**src/rtl/hazard_scoreboard_unit.sv**
```systemverilog
// ---------------------------------------------------------------------------
// hazard_scoreboard_unit
//
// Decode-stage hazard scoreboard. Every instruction that leaves ID and writes
// a register is recorded in a small shift register with one slot per stage
// between ID and WB (slot 0 = EXE, slot 1 = MEM, ...). The sources of the
// instruction currently in ID are compared against these slots to produce a
// zero-latency stall request.
//
// Ports:
//   clk               in   rising-edge clock
//   rst               in   synchronous active-low reset
//   freeze            in   pipeline held, slots do not advance
//   flush             in   branch taken, every slot is invalidated
//   forwardingEnabled in   1 = stall on load-use only, 0 = stall on any RAW
//   issueValid        in   ID holds a real instruction
//   srcValid          in   per-source compare enable   [NUM_SRC]
//   src               in   packed sources, i at [i*W +: W]
//   writeBackEnabled  in   ID instruction writes a register
//   destination       in   ID destination register
//   memRead           in   ID instruction is a load
//   hazard            out  combinational stall request
//   hazardCount       out  saturating count of stalled issue cycles
//   pendingValid      out  valid bit of every slot (debug)
// ---------------------------------------------------------------------------
module hazard_scoreboard_unit #(
   parameter int REG_ADDR_WIDTH = 4,
   parameter int NUM_SRC        = 2,
   parameter int PIPE_DEPTH     = 2,
   parameter int LOAD_USE_SLOTS = 1,
   parameter int CNT_WIDTH      = 16
) (
   input  logic                              clk,
   input  logic                              rst,
   input  logic                              freeze,
   input  logic                              flush,
   input  logic                              forwardingEnabled,
   input  logic                              issueValid,
   input  logic [NUM_SRC-1:0]                srcValid,
   input  logic [NUM_SRC*REG_ADDR_WIDTH-1:0] src,
   input  logic                              writeBackEnabled,
   input  logic [REG_ADDR_WIDTH-1:0]         destination,
   input  logic                              memRead,
   output logic                              hazard,
   output logic [CNT_WIDTH-1:0]              hazardCount,
   output logic [PIPE_DEPTH-1:0]             pendingValid
);

   localparam logic [CNT_WIDTH-1:0] CNT_MAX = '1;

   logic [PIPE_DEPTH-1:0]     slotValid_q, slotValid_d;
   logic [PIPE_DEPTH-1:0]     slotLoad_q, slotLoad_d;
   logic [REG_ADDR_WIDTH-1:0] slotDest_q [PIPE_DEPTH];
   logic [REG_ADDR_WIDTH-1:0] slotDest_d [PIPE_DEPTH];
   logic [CNT_WIDTH-1:0]      hazardCount_q, hazardCount_d;
   logic                      rawHit;

   // Source/slot comparison. With forwarding on, only a load that has not yet
   // reached the first forwarding point (slots below LOAD_USE_SLOTS) can
   // still stall. The ID destination is deliberately never compared here.
   always_comb begin
      rawHit = 1'b0;
      for (int i = 0; i < NUM_SRC; i++) begin
         for (int k = 0; k < PIPE_DEPTH; k++) begin
            if (srcValid[i] && slotValid_q[k] &&
                (src[i*REG_ADDR_WIDTH +: REG_ADDR_WIDTH] == slotDest_q[k])) begin
               if (!forwardingEnabled) begin
                  rawHit = 1'b1;
               end else if (slotLoad_q[k] && (k < LOAD_USE_SLOTS)) begin
                  rawHit = 1'b1;
               end
            end
         end
      end
      hazard = issueValid & rawHit;
   end

   // Slot next state. Flush wins over freeze; a stalled ID instruction enters
   // slot 0 as a bubble because it is being held upstream.
   always_comb begin
      slotValid_d = slotValid_q;
      slotLoad_d  = slotLoad_q;
      for (int k = 0; k < PIPE_DEPTH; k++) begin
         slotDest_d[k] = slotDest_q[k];
      end
      if (flush) begin
         slotValid_d = '0;
      end else if (!freeze) begin
         for (int k = PIPE_DEPTH - 1; k > 0; k--) begin
            slotValid_d[k] = slotValid_q[k-1];
            slotLoad_d[k]  = slotLoad_q[k-1];
            slotDest_d[k]  = slotDest_q[k-1];
         end
         slotValid_d[0] = issueValid & ~hazard & writeBackEnabled;
         slotLoad_d[0]  = memRead;
         slotDest_d[0]  = destination;
      end
   end

   // Stall counter only counts cycles where the stall actually costs an
   // issue slot, and it sticks at its maximum instead of wrapping.
   always_comb begin
      hazardCount_d = hazardCount_q;
      if (hazard && !freeze && !flush && (hazardCount_q != CNT_MAX)) begin
         hazardCount_d = hazardCount_q + CNT_WIDTH'(1);
      end
   end

   always_ff @(posedge clk) begin
      if (!rst) begin
         slotValid_q   <= '0;
         slotLoad_q    <= '0;
         hazardCount_q <= '0;
         for (int k = 0; k < PIPE_DEPTH; k++) begin
            slotDest_q[k] <= '0;
         end
      end else begin
         slotValid_q   <= slotValid_d;
         slotLoad_q    <= slotLoad_d;
         hazardCount_q <= hazardCount_d;
         for (int k = 0; k < PIPE_DEPTH; k++) begin
            slotDest_q[k] <= slotDest_d[k];
         end
      end
   end

   assign hazardCount  = hazardCount_q;
   assign pendingValid = slotValid_q;

endmodule

```
**config.mk**
```make
export PLATFORM = sky130hd
export DESIGN_NAME = hazard_scoreboard_unit
export DESIGN_NICKNAME = d
export VERILOG_FILES = /design/src/rtl/hazard_scoreboard_unit.sv
export SDC_FILE = /design/constraint.sdc
export NUM_CORES = 1
export LEC_CHECK = 0
export CAP_MARGIN = 10
export CORE_MARGIN = 1.5
export CORE_UTILIZATION = 47
export CTS_CLUSTER_DIAMETER = 200
export DETAILED_ROUTE_END_ITERATION = 16
export PLACE_DENSITY = 0.78
export RECOVER_POWER = 100
export SLEW_MARGIN = 20
export SYNTH_ARGS = -nofsm -noshare
export SYNTH_HDL_FRONTEND = slang
export SYNTH_SLANG_ARGS = --single-unit
```
**constraint.sdc**
```tcl
create_clock -name clk -period 3.01 [get_ports clk]
set_clock_uncertainty 0.1 [all_clocks]
set_input_delay 0.602 -clock clk [delete_from_list [all_inputs] [get_ports clk]]
set_output_delay 0.602 -clock clk [all_outputs]
set_load 0.02 [all_outputs]
```
==> flow_summary.ini <==
[run_status]
status = completed

[power_and_ir_drop]
p_sw_mw = 0.155
p_seq_share_pct = 60.4
peakVddDrop_v = 0.000219
swShare_pct = 25.5
p_total_mw = 0.607
p_int_mw = 0.452
p_leak_nw = 0.746
p_comb_share_pct = 13.0
p_per_area_nw_per_um2 = 308
clkPwrFrac_pct = 26.6

[final_layout]
fill_cells = 269
post-route-util_pct = 65.2
nets = 247
mostFrequentLayoutCells = nand2_1, dfxtp_1, clkdlybuf4s50_1
areaGrowthSynthToFinish_pct = 32.5
layout-drive-gt1-share_pct = 7.17
antennaDiodeCount = 0
final_common_cell = nand2_1

[critical_path]
cp-start-kind = primary input
end_kind = primary output
crit_path_top_delay_cell = clkdlybuf4s50_1
slowest_delay_ns = 0.45
reg2regPathDepth = 7
path_max_fanout = 2
critPathKind = in -> out
cp.arrival_ns = 2.18
critical_path_required_ns = 2.31
crit_chain = clkdlybuf4s50_1, xor2_1, nor4_2, o21ai_1, a22oi_2, and2_1, buf_4

[global_route]
grt_util_met3_pct = 3.06
grt_pass1_vias = 1431
grt_use_total_pct = 21.8
grt_util_met1_pct = 27.6
antenna_found_initial = 0
grt_pass1_wl_um = 6000
grt-ovfl-total = 0
met2_usage_pct = 37.8
grt_max_degree = 28
top_usage_layer = met2

[yosys]
synth-adder-area-share_pct = 0.840
syn_area_per_cell_um2 = 8.27
synth_top_family_by_area = simple AND/OR/NAND/NOR gates
synthCells = 180
synth-simple-area-share_pct = 28.4
synthesis.nets = 203
syn-cell-area_um2 = 1490
synth_cell_types = 40
ys_seq_area_share_pct = 36.3
yosysTopAreaCellShare_pct = 36.3
synth_compound_area_share_pct = 19.6
yosys_warnings = 0
synth_mux_area_share_pct = 2.69
yosysTopAreaCell = dfxtp_1
synth-xor-area-share_pct = 7.65
synth_seq_cells = 27
netlist_top_cells_area = dfxtp_1, nand2_1, a21oi_1

[hold_path]
hold_class = reg -> reg
worstHoldPathCells = 2

[clock_tree]
cts_buffers = 3
cts.sinks = 27
clockRootBuffer = clkbuf_4
clk_pin_slew_ns = 0.14
clk_latency_ns = 0.33
cts_buffer_depth = 2
htree_levels = 1
cts_tree = yes

[drt]
ant_nets = 0
drc = 0
drtIter0Drc = 92
wire_per_inst_um = 13.8
avgViaCountPerCell = 5.66
first_pass_iters = 4
wl_um = 3680
num_vias = 1511

[floorplan]
coreArea_um2 = 3030
fp.dieW_um = 59.3
io_pins = 41
start_util_pct = 49.2
die_area_um2 = 3510
die_h_um = 59.3
row_count = 20

[sta]
finalHoldViolations = 0
slew_viol_final = 0
holdWs_ns = 0.385
finalCriticalPeriod_ns = 2.88
max_freq_ghz = 0.347
max_slew_margin_pct = 47.0
fin_ws_ns = 0.129
finalCritPeriodShare_pct = 95.7
grt_setup_unrepaired = no
worstMarginPinSlew_ns = 0.795
setup_viol = 0

[place]
port_buffers = 40
finalWeightedCongestion = 0.803
pre_cts_ws_ns = -0.381
dpl.hpwl_um = 2810

[run]
max_cap_violations = 0
[critical path, delay by kind of cell]
family	cells	cell delay, ns
AO/OA/AOI/OAI	2	0.35
XOR/XNOR	1	0.17
buffers and inverters	2	0.58
AND/OR/NAND/NOR	2	0.46
[power by group through the flow]
stage / combinational (mW) / clock (mW) / sequential, mW
final: 0.0787 / 0.162 / 0.367
after global routing: 0.0847 / 0.177 / 0.368
after CTS: 0.0798 / 0.161 / 0.367
after detailed placement: 0.0794 / 0 / 0.375
after global placement: 0.0759 / 0 / 0.374
after floorplan: 0.0335 / 0 / 0.374
[final cells by class]
| cell class | count | area, um^2 | area share, % |
|---|---|---|---|
| repair buffers | 48 | 454 | 23.0 |
| multi-input cells | 138 | 873 | 44.3 |
| flip-flops and latches | 27 | 541 | 27.4 |
| clock inverters | 1 | 5.00 | 0.254 |
| inverters | 6 | 22.5 | 1.14 |
| clock buffers | 3 | 22.5 | 1.14 |
| well taps | 44 | 55.1 | 2.79 |
[final timing paths]
| kind | from | to | slack, ns |
|---|---|---|---|
| worst max register to register | hazardCount[4] | hazardCount[2] | 0.36 |
| worst min-delay path | slotLoad_q[0] | slotLoad_q[0] | 0.39 |
| worst max-delay path | src[5] | hazard | 0.13 |
| worst min register to register | slotLoad_q[0] | slotLoad_q[0] | 0.39 |
[through the flow]
stage	TNS (ns)	cells	cell area, um^2
2_1_floorplan	0	180	1490
3_3_place_gp	-0.322	261	1960
3_5_place_dp	-0.381	261	1960
4_1_cts	0	267	2000
5_1_grt	0	267	1970
6_report	0	267	1970
[cell usage after synthesis]
cell,instances
a22oi_1,1
nand2_1,28
a21oi_1,19
nor4_2,4
a222oi_1,1
o311ai_0,4
and2_1,1
dfxtp_1,27
nand3_1,12
ha_1,1
buf_2,3
o21ai_0,2
o22ai_1,1
o211ai_1,1
buf_1,1
and3_1,3
xor2_1,10
nor3_1,1
or4_1,5
clkinv_1,1
nand4_1,1
nand2b_1,8
a31o_2,1
o21ai_1,1
or3_1,1
o31ai_1,5
o41ai_1,5
o31a_1,1
a22o_1,1
nand4b_1,2
mux2i_1,4
nor4_1,2
and4_1,3
o21a_1,1
xnor2_1,3
nor2_1,4
clkbuf_1,4
or2_2,1
inv_1,5
buf_6,1
[registers in the layout (all words and copies together), names as in the netlist]
register and count:
hazardCount 16, slotLoad_q 1, slotDest_q 8, pendingValid 2
[logic make-up (layout without fill, tap and decap cells)]
| kind of cell | Yosys count | after routing |
|---|---|---|
| and+or+nand+nor | 76 | 76 |
| AOI/OAI and AO/OA | 44 | 44 |
| DFF | 27 | 27 |
| buffers and inverters | 15 | 58 |
| xor gates and xnor gates | 13 | 13 |
| muxes | 4 | 4 |
| adders and majority gates | 1 | 1 |
[routing by layer]
metal	vias to the layer above	wire length [um]
met1	704	1590
met3	7	238
met5	-	0
li1	748	-
met4	0	30
met2	52	1820
[repair_timing]
action                                  CTS  global route
endpoints found under the setup margin    1             2
setup buffers                             2             0
gates resized for setup                   6             0
hold buffers                              0             0
pin swaps                                 3             1
endpoints found under the hold margin     0             0
(Power assumes the default switching activity.)
